## src/rtl/spi_pkg.sv

```systemverilog
// Shared SPI definitions used by the target (and its initiator counterpart).
package spi_pkg;

  localparam int SPI_DATA_WIDTH = 32;

  // CPOL=0, CPHA=0: SCK idles low, data sampled on rising edge, shifted on falling edge.
  localparam logic [1:0] SPI_MODE0 = 2'b00;

  localparam logic [1:0] ST_IDLE      = 2'd0;
  localparam logic [1:0] ST_LOAD      = 2'd1;
  localparam logic [1:0] ST_SHIFT     = 2'd2;
  localparam logic [1:0] ST_WORD_DONE = 2'd3;

  // Bit counter width: must be able to hold the value DATA_WIDTH itself.
  function automatic int bit_cnt_width(input int data_width);
    return $clog2(data_width) + 1;
  endfunction

endpackage

```

## src/rtl/spi_target_if.sv

```systemverilog
// Pin and parallel-port bundle of the SPI target. The target uses the slave
// modport; the initiator/consumer side (or a bench) uses the master modport.
interface spi_target_if import spi_pkg::*; #(
  parameter int DATA_WIDTH = SPI_DATA_WIDTH
) ();

  logic                  sck_i;
  logic                  cs_n_i;
  logic                  mosi_i;
  logic                  miso_o;
  logic                  miso_oe_o;
  logic [DATA_WIDTH-1:0] tx_data_i;
  logic                  tx_valid_i;
  logic                  tx_ready_o;
  logic [DATA_WIDTH-1:0] rx_data_o;
  logic                  rx_valid_o;
  logic                  rx_ready_i;
  logic                  rx_overrun_o;
  logic                  tx_underrun_o;
  logic                  frame_err_o;

  modport slave (
    input  sck_i, cs_n_i, mosi_i, tx_data_i, tx_valid_i, rx_ready_i,
    output miso_o, miso_oe_o, tx_ready_o, rx_data_o, rx_valid_o,
           rx_overrun_o, tx_underrun_o, frame_err_o
  );

  modport master (
    output sck_i, cs_n_i, mosi_i, tx_data_i, tx_valid_i, rx_ready_i,
    input  miso_o, miso_oe_o, tx_ready_o, rx_data_o, rx_valid_o,
           rx_overrun_o, tx_underrun_o, frame_err_o
  );

endinterface

```

## src/rtl/spi_in_sync.sv

```systemverilog
// Multi-flop synchroniser for one asynchronous SPI pin, followed by a
// previous-sample flop that yields single-cycle rise/fall strobes.
// STAGES must be at least 2.
module spi_in_sync #(
  parameter int   STAGES    = 2,
  parameter logic RESET_VAL = 1'b0
) (
  input  logic clk,
  input  logic rst,
  input  logic din,
  output logic level,
  output logic rise,
  output logic fall
);

  logic [STAGES-1:0] sync_q;
  logic              prev_q;

  // Shift the raw pin through the synchroniser chain and keep the last synced sample.
  always_ff @(posedge clk) begin
    if (rst) begin
      sync_q <= {STAGES{RESET_VAL}};
      prev_q <= RESET_VAL;
    end else begin
      sync_q <= {sync_q[STAGES-2:0], din};
      prev_q <= sync_q[STAGES-1];
    end
  end

  assign level = sync_q[STAGES-1];
  assign rise  = level & ~prev_q;
  assign fall  = ~level & prev_q;

endmodule

```

## src/rtl/spi_target.sv

```systemverilog
// SPI mode-0 responder, MSB first. All SPI pins are oversampled on clk_i;
// received words appear on a valid/ready port and a one-word TX holding
// register supplies the word returned on MISO for each SPI word.
module spi_target import spi_pkg::*; #(
  parameter int   DATA_WIDTH  = SPI_DATA_WIDTH,
  parameter int   SYNC_STAGES = 2,
  parameter logic IDLE_FILL   = 1'b0
) (
  input  logic         clk_i,
  input  logic         rst,
  spi_target_if.slave  bus
);

  localparam int              CW        = bit_cnt_width(DATA_WIDTH);
  localparam logic [CW-1:0]   WORD_BITS = CW'(DATA_WIDTH);

  logic sck_level, sck_rise, sck_fall;
  logic cs_level, cs_rise, cs_fall;
  logic mosi_level, mosi_rise, mosi_fall;
  logic unused_sync;

  logic [1:0]            state;
  logic [CW-1:0]         bit_cnt;
  logic [DATA_WIDTH-1:0] tx_shift;
  logic [DATA_WIDTH-1:0] rx_shift;
  logic [DATA_WIDTH-1:0] hold_data;
  logic                  hold_full;
  logic [DATA_WIDTH-1:0] rx_data_q;
  logic                  rx_valid_q;
  logic                  rx_overrun_q;
  logic                  tx_underrun_q;
  logic                  frame_err_q;

  logic load_take;
  logic tx_accept;
  logic word_done;
  logic rx_accept;

  spi_in_sync #(.STAGES(SYNC_STAGES), .RESET_VAL(1'b0)) u_sync_sck (
    .clk   (clk_i),
    .rst   (rst),
    .din   (bus.sck_i),
    .level (sck_level),
    .rise  (sck_rise),
    .fall  (sck_fall)
  );

  // The chip-select chain resets to 0 ("selected") on purpose: if reset is
  // released mid-frame, no cs_fall can be produced until cs_n has been seen
  // high again, so the rest of the interrupted frame is ignored.
  spi_in_sync #(.STAGES(SYNC_STAGES), .RESET_VAL(1'b0)) u_sync_cs (
    .clk   (clk_i),
    .rst   (rst),
    .din   (bus.cs_n_i),
    .level (cs_level),
    .rise  (cs_rise),
    .fall  (cs_fall)
  );

  spi_in_sync #(.STAGES(SYNC_STAGES), .RESET_VAL(1'b0)) u_sync_mosi (
    .clk   (clk_i),
    .rst   (rst),
    .din   (bus.mosi_i),
    .level (mosi_level),
    .rise  (mosi_rise),
    .fall  (mosi_fall)
  );

  assign unused_sync = ^{sck_level, mosi_rise, mosi_fall};

  // A write is also accepted while full when LOAD drains the old word in the
  // same cycle, so the new word lands in the holding register behind it.
  assign load_take = (state == ST_LOAD) && hold_full;
  assign tx_accept = bus.tx_valid_i && (!hold_full || load_take);
  assign word_done = (state == ST_WORD_DONE);
  assign rx_accept = rx_valid_q && bus.rx_ready_i;

  // TX holding register: filled by the parallel port, drained by LOAD.
  always_ff @(posedge clk_i) begin
    if (rst) begin
      hold_full <= 1'b0;
      hold_data <= '0;
    end else if (tx_accept) begin
      hold_full <= 1'b1;
      hold_data <= bus.tx_data_i;
    end else if (load_take) begin
      hold_full <= 1'b0;
    end
  end

  // Word sequencer: loads MISO, shifts both directions and detects aborted words.
  // A MISO shift is skipped while no bit of the current word has been sampled,
  // because that falling edge closes the previous word of a back-to-back burst.
  // cs_n rising before any bit of a word was sampled is a normal end of frame.
  always_ff @(posedge clk_i) begin
    if (rst) begin
      state         <= ST_IDLE;
      bit_cnt       <= '0;
      tx_shift      <= {DATA_WIDTH{IDLE_FILL}};
      rx_shift      <= '0;
      tx_underrun_q <= 1'b0;
      frame_err_q   <= 1'b0;
    end else begin
      tx_underrun_q <= 1'b0;
      frame_err_q   <= 1'b0;
      case (state)
        ST_IDLE: begin
          if (cs_fall) state <= ST_LOAD;
        end
        ST_LOAD: begin
          bit_cnt <= '0;
          if (hold_full) begin
            tx_shift <= hold_data;
          end else begin
            tx_shift      <= {DATA_WIDTH{IDLE_FILL}};
            tx_underrun_q <= 1'b1;
          end
          state <= cs_rise ? ST_IDLE : ST_SHIFT;
        end
        ST_SHIFT: begin
          if (cs_rise) begin
            state <= ST_IDLE;
            if (bit_cnt != '0) frame_err_q <= 1'b1;
          end else begin
            if (sck_fall && (bit_cnt != '0)) begin
              tx_shift <= {tx_shift[DATA_WIDTH-2:0], IDLE_FILL};
            end
            if (sck_rise) begin
              rx_shift <= {rx_shift[DATA_WIDTH-2:0], mosi_level};
              bit_cnt  <= bit_cnt + CW'(1);
              if (bit_cnt == WORD_BITS - CW'(1)) state <= ST_WORD_DONE;
            end
          end
        end
        ST_WORD_DONE: begin
          state <= cs_level ? ST_IDLE : ST_LOAD;
        end
        default: state <= ST_IDLE;
      endcase
    end
  end

  // RX output register: publish completed words and flag unaccepted overwrites.
  always_ff @(posedge clk_i) begin
    if (rst) begin
      rx_data_q    <= '0;
      rx_valid_q   <= 1'b0;
      rx_overrun_q <= 1'b0;
    end else begin
      rx_overrun_q <= 1'b0;
      if (word_done) begin
        rx_data_q    <= rx_shift;
        rx_valid_q   <= 1'b1;
        rx_overrun_q <= rx_valid_q && !bus.rx_ready_i;
      end else if (rx_accept) begin
        rx_valid_q <= 1'b0;
      end
    end
  end

  assign bus.miso_o        = tx_shift[DATA_WIDTH-1];
  assign bus.miso_oe_o     = (state != ST_IDLE);
  assign bus.tx_ready_o    = !hold_full;
  assign bus.rx_data_o     = rx_data_q;
  assign bus.rx_valid_o    = rx_valid_q;
  assign bus.rx_overrun_o  = rx_overrun_q;
  assign bus.tx_underrun_o = tx_underrun_q;
  assign bus.frame_err_o   = frame_err_q;

endmodule

```

## src/flat_wrapper.sv

```systemverilog
// flat-port wrapper written by rule: the top's interface ports become plain ports
module spi_target_flat import spi_pkg::*;
#(
  parameter int   DATA_WIDTH  = SPI_DATA_WIDTH,
  parameter int   SYNC_STAGES = 2,
  parameter logic IDLE_FILL   = 1'b0
)
  (clk_i, rst, bus_sck_i, bus_cs_n_i, bus_mosi_i, bus_tx_data_i, bus_tx_valid_i, bus_rx_ready_i, bus_miso_o, bus_miso_oe_o, bus_tx_ready_o, bus_rx_data_o, bus_rx_valid_o, bus_rx_overrun_o, bus_tx_underrun_o, bus_frame_err_o);
  spi_target_if #(.DATA_WIDTH(DATA_WIDTH)) bus_i ();
  input  logic clk_i;
  input  logic rst;
  input wire logic [$bits(bus_i.sck_i)-1:0] bus_sck_i;
  input wire logic [$bits(bus_i.cs_n_i)-1:0] bus_cs_n_i;
  input wire logic [$bits(bus_i.mosi_i)-1:0] bus_mosi_i;
  input wire logic [$bits(bus_i.tx_data_i)-1:0] bus_tx_data_i;
  input wire logic [$bits(bus_i.tx_valid_i)-1:0] bus_tx_valid_i;
  input wire logic [$bits(bus_i.rx_ready_i)-1:0] bus_rx_ready_i;
  output wire logic [$bits(bus_i.miso_o)-1:0] bus_miso_o;
  output wire logic [$bits(bus_i.miso_oe_o)-1:0] bus_miso_oe_o;
  output wire logic [$bits(bus_i.tx_ready_o)-1:0] bus_tx_ready_o;
  output wire logic [$bits(bus_i.rx_data_o)-1:0] bus_rx_data_o;
  output wire logic [$bits(bus_i.rx_valid_o)-1:0] bus_rx_valid_o;
  output wire logic [$bits(bus_i.rx_overrun_o)-1:0] bus_rx_overrun_o;
  output wire logic [$bits(bus_i.tx_underrun_o)-1:0] bus_tx_underrun_o;
  output wire logic [$bits(bus_i.frame_err_o)-1:0] bus_frame_err_o;
  assign bus_i.sck_i = bus_sck_i;
  assign bus_i.cs_n_i = bus_cs_n_i;
  assign bus_i.mosi_i = bus_mosi_i;
  assign bus_i.tx_data_i = bus_tx_data_i;
  assign bus_i.tx_valid_i = bus_tx_valid_i;
  assign bus_i.rx_ready_i = bus_rx_ready_i;
  assign bus_miso_o = bus_i.miso_o;
  assign bus_miso_oe_o = bus_i.miso_oe_o;
  assign bus_tx_ready_o = bus_i.tx_ready_o;
  assign bus_rx_data_o = bus_i.rx_data_o;
  assign bus_rx_valid_o = bus_i.rx_valid_o;
  assign bus_rx_overrun_o = bus_i.rx_overrun_o;
  assign bus_tx_underrun_o = bus_i.tx_underrun_o;
  assign bus_frame_err_o = bus_i.frame_err_o;
  spi_target #(.DATA_WIDTH(DATA_WIDTH), .SYNC_STAGES(SYNC_STAGES), .IDLE_FILL(IDLE_FILL)) u_core (.clk_i(clk_i), .rst(rst), .bus(bus_i));
endmodule
```

## config.mk

```make
export PLATFORM = sky130hd
export DESIGN_NAME = spi_target_flat
export DESIGN_NICKNAME = d
export VERILOG_FILES = /design/src/rtl/spi_pkg.sv /design/src/rtl/spi_target_if.sv /design/src/rtl/spi_in_sync.sv /design/src/rtl/spi_target.sv /design/src/flat_wrapper.sv
export SDC_FILE = /design/constraint.sdc
export NUM_CORES = 1
export LEC_CHECK = 0
export CORE_UTILIZATION = 40
export DETAILED_ROUTE_END_ITERATION = 7
export DONT_BUFFER_PORTS = 1
export MAX_ROUTING_LAYER = met4
export SLEW_MARGIN = 20
export SYNTH_ARGS = -nofsm -noshare
export SYNTH_HDL_FRONTEND = slang
export SYNTH_SLANG_ARGS = --single-unit
```

## constraint.sdc

```tcl
create_clock -name clk_i -period 1.84 [get_ports clk_i]
set_input_delay 0.092 -clock clk_i [delete_from_list [all_inputs] [get_ports clk_i]]
set_output_delay 0.092 -clock clk_i [all_outputs]
set_load 0.005 [all_outputs]
```

==> flow_summary_export.csv, run 1 <==
group,metric,value,unit
placed_design,dp.cells,851,
global_route,track_usage,0.190,
synthesis,synth_common_cells,"164 x a21oi_1, 149 x dfxtp_1, 132 x nand2_1",
clock_network,cts_tree,"done",
global_route,grt_pass1_wl,21.8,mm
layout,nFillCells,1306,
setup_path,path_class,"reg -> reg",
power,irDropWorstVdd,803,uV
power,p_sw,2.65,mW
sta,finalHoldViolCount,125,
global_route,grt_antenna_before_repair,0,
synthesis,synth_top_area_share,0.504,
drt,wl_per_cell,14.4,um
sta,fin_crit_sh,1.02,
hold_path,min_path_type,"in -> reg",
setup_path,cp-start-kind,"flip-flop",
synthesis,synth-seq-cells,149,
layout,area_growth,26.3,%
setup_path,r2r_end,"u_core.tx_shift[7]",
setup_path,worstSetupStartpoint,"u_core.bit_cnt[0]",
power,p_leak,2.68,nW
hold_path,hold_path_depth,1,
layout,multi_input_area,2640,um^2
synthesis,dominantRegCellSynth,"dfxtp_1",
floorplanning,dieArea,15300,um^2
setup_path,crit_path_end_kind,"flip-flop",
setup_path,rr_worst_depth,8,
setup_path,cpPeakStageDelay,0.47,ns
drt,drt_pass1_iterations,4,
placed_design,detailedPlace.worstSlack,-0.0524,ns
clock_network,cts_max_level,4,
sta,worst_pin_slew,0.385,ns
clock_network,clock_latency,0.42,ns
synthesis,syn_inst,702,
layout,fin_util,0.516,
setup_path,critPathTopFamily,"simple AND/OR/NAND/NOR gates",
placed_design,io_buffers,0,
sta,period_needed,1.88,ns
placed_design,hpwl,7.75,mm
synthesis,synth.most_common_cell,"a21oi_1",
setup_path,cp_data_arrival_time,2.17,ns
sta,setup_violations,31,
clock_network,clock_path_buffers,2,
setup_path,r2r-start,"u_core.bit_cnt[0]",
sta,setup_tns,-0.710,ns
layout,layout.cells.non_filler,934,
power,p_comb_frac,0.222,
floorplanning,core_area,14500,um^2
synthesis,yosysWarnings,0,
outcome,status,"finished with violations",
setup_path,path_buf_inv,3,
sta,slew_headroom,0.743,
sta,skew,0.00950,ns
power,internal_power,6.75,mW
drt,vias,4855,
power,p_sw_frac,0.282,
sta,rsz0062_at_grt,"yes",
clock_network,cts_buffers,17,
sta,drv_slew,0,
hold_path,whs_endpoint,"u_core.bus.rx_data_o[4]",
floorplanning,die_w,124,um
clock_network,clk_pin_slew,0.06,ns
power,power,9.40,mW
setup_path,path_cells,"inv_2, ha_2, or4b_4, o211ai_4, and2_4, buf_6, buf_12, a211oi_1",
drt,antenna_left,0,
layout,diodes,0,
drt,vias_per_cell,5.20,
flow_run,cap_viol_max_count,0,
global_route,grt_start_max_net_pins,146,
setup_path,r2r_slack,-0.04,ns
drt,drc,0,
synthesis,mappedNetlistNets,747,
placed_design,routabilityCongestion,0.810,
floorplanning,initial_core_util,0.409,
sta,hold_slack,-0.251,ns
setup_path,cp.required,2.13,ns
global_route,grt_overflow_total,0,
floorplanning,die_h,124,um
power,powerDensity,1260,nW/um^2
power,power_frac_seq,0.396,
clock_network,numClockSinks,149,
sta,worst_slack,-0.0397,ns
synthesis,ys_types,41,
hold_path,worstHoldStart,"rst",
drt,dr.first_iter.drc_count,288,
layout,nets,783,
global_route,first_global_vias,4680,
power,p_clk_frac,0.382,
clock_network,cts-root-buf,"clkbuf_16",
sta,fmax,532,MHz
drt,wl,13.5,mm
layout,regArea,2990,um^2
synthesis,avgSynthCellArea,8.43,um^2
floorplanning,pin_count,78,
synthesis,synthArstFlopShare,0,
floorplanning,rows,44,
synthesis,netlist_area,5920,um^2
outcome,violations,"negative hold slack, negative setup slack",
setup_path,path_max_fanout,8,
synthesis,synthTopCellsByArea,"dfxtp_1 50%, a21oi_1 14%, nand2_1 8.4%",
synthesis,synth_largest_area_cell,"dfxtp_1",
synthesis,ys_seq_area_frac,0.504,
synthesis,synth_edf_count,0,
setup_path,critPathSlowestCell,"or4b_4",
layout,drive_above_1_share,0.140,
## stage by stage
step / hold slack (ns) / cell area (um^2)
after floorplan: 0.168 / 5930
after global placement: 0.170 / 6120
after detailed placement: 0.174 / 6120
after CTS: -0.281 / 7090
after global routing: -0.285 / 7480
final: -0.251 / 7480
## power groups by stage
stage / combinational [mW] / clock, mW / sequential, mW
after floorplan: 1.27 / 0 / 3.76
after global placement: 1.43 / 0 / 3.78
after detailed placement: 1.50 / 0 / 3.79
after CTS: 1.97 / 3.69 / 3.72
after global routing: 2.30 / 3.83 / 3.76
final: 2.09 / 3.59 / 3.72
## metal layers
layer  track usage  wire length [um]  share of wire  vias to the layer above
met3        0.0810               965          0.072                       19
met1         0.216              5940           0.44                     2283
met2         0.293              6380           0.47                      103
met5             -                 0              0                        -
met4        0.0791               192          0.014                        0
li1              -                 -              -                     2450
## registers in the layout (all words and copies together), names as in the netlist
signal / cells
u_core.u_sync_sck.prev_q: 1
u_core.rx_shift: 32
u_core.bus.rx_data_o: 32
u_core.hold_full: 1
u_core.hold_data: 32
u_core.bus.frame_err_o: 1
u_core.u_sync_cs.prev_q: 1
u_core.u_sync_sck.sync_q: 2
u_core.u_sync_mosi.sync_q: 2
u_core.bit_cnt: 6
u_core.bus.tx_underrun_o: 1
u_core.u_sync_cs.sync_q: 2
u_core.tx_shift: 32
u_core.state: 2
u_core.bus.rx_overrun_o: 1
u_core.bus.rx_valid_o: 1
## worst register-to-register path, cell delays in order (launching register included)
cell and delay (ns):
dfxtp_2 0.33, inv_2 0.06, ha_2 0.15, or4b_4 0.47, o211ai_4 0.22, and2_4 0.20
buf_6 0.13, buf_12 0.13, a211oi_1 0.08
## worst max-delay path by stage
stage,endpoint,depth (start not counted)
floorplan,u_core.tx_shift[14],8
global placement,u_core.tx_shift[1],7
detailed placement,u_core.tx_shift[7],7
CTS,u_core.tx_shift[15],8
global route,u_core.tx_shift[6],8
finish,u_core.tx_shift[7],8
## layout by cell type, fill, tap and decap left out, drive strengths merged, types with 3 or more instances in the layout
cell and n:
bufinv 3, o21ai 4, inv 48, nor2b 10, nand2 132, dfxtp 149, clkinvlp 3, a211oi 31
nor2 34, nand4 6, dlygate4sd3 45, clkbuf 18, a21oi 164, buf 29, nand3 3, or4 3
mux2i 32, nand2b 4, and3 3, ha 6, o31ai 3
## cell type report
type	count	area share
Clock buffer	17	0.0569
Sequential cell	149	0.399
Timing Repair Buffer	75	0.113
Multi-Input combinational cell	453	0.353
Inverter	42	0.0211
Tap cell	184	0.0308
Clock inverter	14	0.0258
## logic make-up after synthesis
group,synth area share
AO/OA/AOI/OAI,0.204
adder cells (fa/ha/maj),0.0127
buffers and inverters,0.0740
flip-flops,0.504
multiplexers,0.0541
AND/OR/NAND/NOR,0.152
## timing repair
action	4_1_cts	5_1_grt
resized for setup	27	13
hold buffers	13	32
endpoints found under the hold margin	149	132
endpoints found under the setup margin	29	45
cloned	3	1
pin swaps	24	10
setup buffers	6	0
Power figures use the tool's default switching activity.
==> run 2: changes to the inputs <==
Settings changed: CORE_UTILIZATION 40 to 56, PLACE_DENSITY set to 0.74.
==> run 2 against run 1 <==
Effect of this change: the run still ends with negative hold slack, negative setup slack left; wire length is 2.8% lower; worst hold slack got worse by 0.11 ns; maximum frequency increased by 0.18%; first-iteration DRC count is 13% lower; critical path depth unchanged; count of clock-buffer cells in the layout up 2; critical endpoint is now u_core.tx_shift[2]; largest cell class unchanged; largest power group unchanged.
==> flow_summary_export.csv, run 2 (same netlist as run 1, synthesis figures left out) <==
group,metric,value,unit
clock_network,holdBufCountCts,15,
global_route,grt_start_max_net_pins,146,
layout,diodes,0,
layout,regArea,2990,um^2
clock_network,cts_max_level,4,
global_route,grt_antenna_before_repair,0,
sta,fmax,533,MHz
sta,period_needed,1.88,ns
outcome,status,"finished with violations",
layout,final_common_cell,"a21oi_1",
global_route,first_global_vias,4504,
outcome,violations,"negative hold slack, negative setup slack",
setup_path,path_max_fanout,8,
floorplanning,die_h,105,um
sta,worst_pin_slew,0.387,ns
clock_network,cts_tree,"done",
placed_design,io_buffers,0,
drt,wl_met3,869,um
layout,multi_input_area,2610,um^2
floorplanning,pin_count,78,
sta,drv_slew,0,
floorplanning,die_w,105,um
hold_path,min_path_type,"in -> reg",
sta,slew_headroom,0.738,
sta,hold_slack,-0.364,ns
power,power,9.06,mW
layout,area_growth,19.3,%
sta,finalHoldViolCount,134,
drt,wl_met2,6.50,mm
setup_path,cp-start-kind,"flip-flop",
drt,routed.top_layer,"met4",
drt,vias,4763,
floorplanning,rows,37,
drt,drt_pass1_iterations,4,
setup_path,cp_data_arrival_time,2.29,ns
clock_network,numClockSinks,149,
layout,drive_above_1_share,0.135,
sta,fin_crit_sh,1.02,
floorplanning,dieArea,11000,um^2
clock_network,clk_pin_slew,0.06,ns
global_route,grt_pass1_wl,21.0,mm
sta,setup_tns,-0.660,ns
placed_design,dp.cells,806,
drt,drc,0,
flow_run,cap_viol_max_count,0,
drt,wl_met1,5.58,mm
clock_network,cts_buffers,17,
layout,nFillCells,804,
clock_network,cts-root-buf,"clkbuf_8",
sta,worst_slack,-0.0362,ns
drt,antenna_left,0,
layout,nets,756,
floorplanning,initial_core_util,0.576,
setup_path,path_class,"reg -> reg",
drt,dr.first_iter.drc_count,250,
global_route,track_usage,0.245,
setup_path,cp.required,2.25,ns
power,powerDensity,1280,nW/um^2
layout,final_cell_mix,"163 x a21oi_1, 147 x dfxtp_1, 132 x nand2_1",
drt,wl_per_cell,15.2,um
layout,layout.cells.non_filler,860,
sta,setup_violations,28,
global_route,grt_overflow_total,0,
drt,vias_per_cell,5.54,
power,irDropWorstVdd,904,uV
power,p_leak,2.54,nW
setup_path,crit_path_end_kind,"flip-flop",
floorplanning,core_area,10300,um^2
drt,wl,13.1,mm
placed_design,routabilityCongestion,0.775,
clock_network,clock_path_buffers,2,
sta,skew,0.00702,ns
placed_design,detailedPlace.worstSlack,-0.0326,ns
sta,rsz0062_at_grt,"yes",
placed_design,hpwl,7.75,mm
clock_network,clock_latency,0.52,ns
## run 2: what timing repair did
| item | CTS | global route |
|---|---|---|
| setup buffers | 2 | 1 |
| gates resized for setup | 12 | 22 |
| gates cloned | 1 | 4 |
| setup endpoints to repair | 16 | 35 |
| hold endpoints to repair | 149 | 134 |
| pin swaps | 13 | 15 |
## run 2: cell type report
class / instances / share of cell area
flip-flops and latches: 149 / 0.423
multi-input cells: 453 / 0.370
repair buffers: 48 / 0.0753
clock buffers: 19 / 0.0611
clock inverters: 13 / 0.0243
well taps: 136 / 0.0241
inverters: 42 / 0.0223
## run 2: final timing paths
kind / depth (start not counted) / from / slack (ns) / endpoint
max: 8 / u_core.bit_cnt[0] / -0.04 / u_core.tx_shift[2]
min: 1 / rst / -0.36 / u_core.bus.rx_data_o[2]
max reg2reg: 8 / u_core.bit_cnt[0] / -0.04 / u_core.tx_shift[2]
min reg2reg: 2 / u_core.u_sync_mosi.sync_q[1] / 0.44 / u_core.rx_shift[0]
## run 2: power by group
part / switching (mW) / leakage [nW] / internal, mW
clock: 1.37 / 0.290 / 2.12
sequential: 0.130 / 1.21 / 3.60
combinational: 1.05 / 1.04 / 0.779
## run 2: metrics by stage
step	util	instance area, um^2
after floorplan	-	5930
after global placement	0.590	6060
after detailed placement	0.590	6060
after CTS	0.671	6890
after global routing	0.687	7060
final	0.687	7060
## run 2: critical path, cell delays in order, from the launching register on
cell	delay [ns]
dfxtp_2	0.32
inv_2	0.07
ha_4	0.12
or4b_4	0.47
o211ai_4	0.19
buf_12	0.15
and2_4	0.20
buf_6	0.15
a211oi_1	0.08
## run 2: layer usage
layer,vias up,track usage
met5,-,-
met4,0,0.0785
met3,16,0.0867
met2,109,0.398
met1,2253,0.283
li1,2385,-
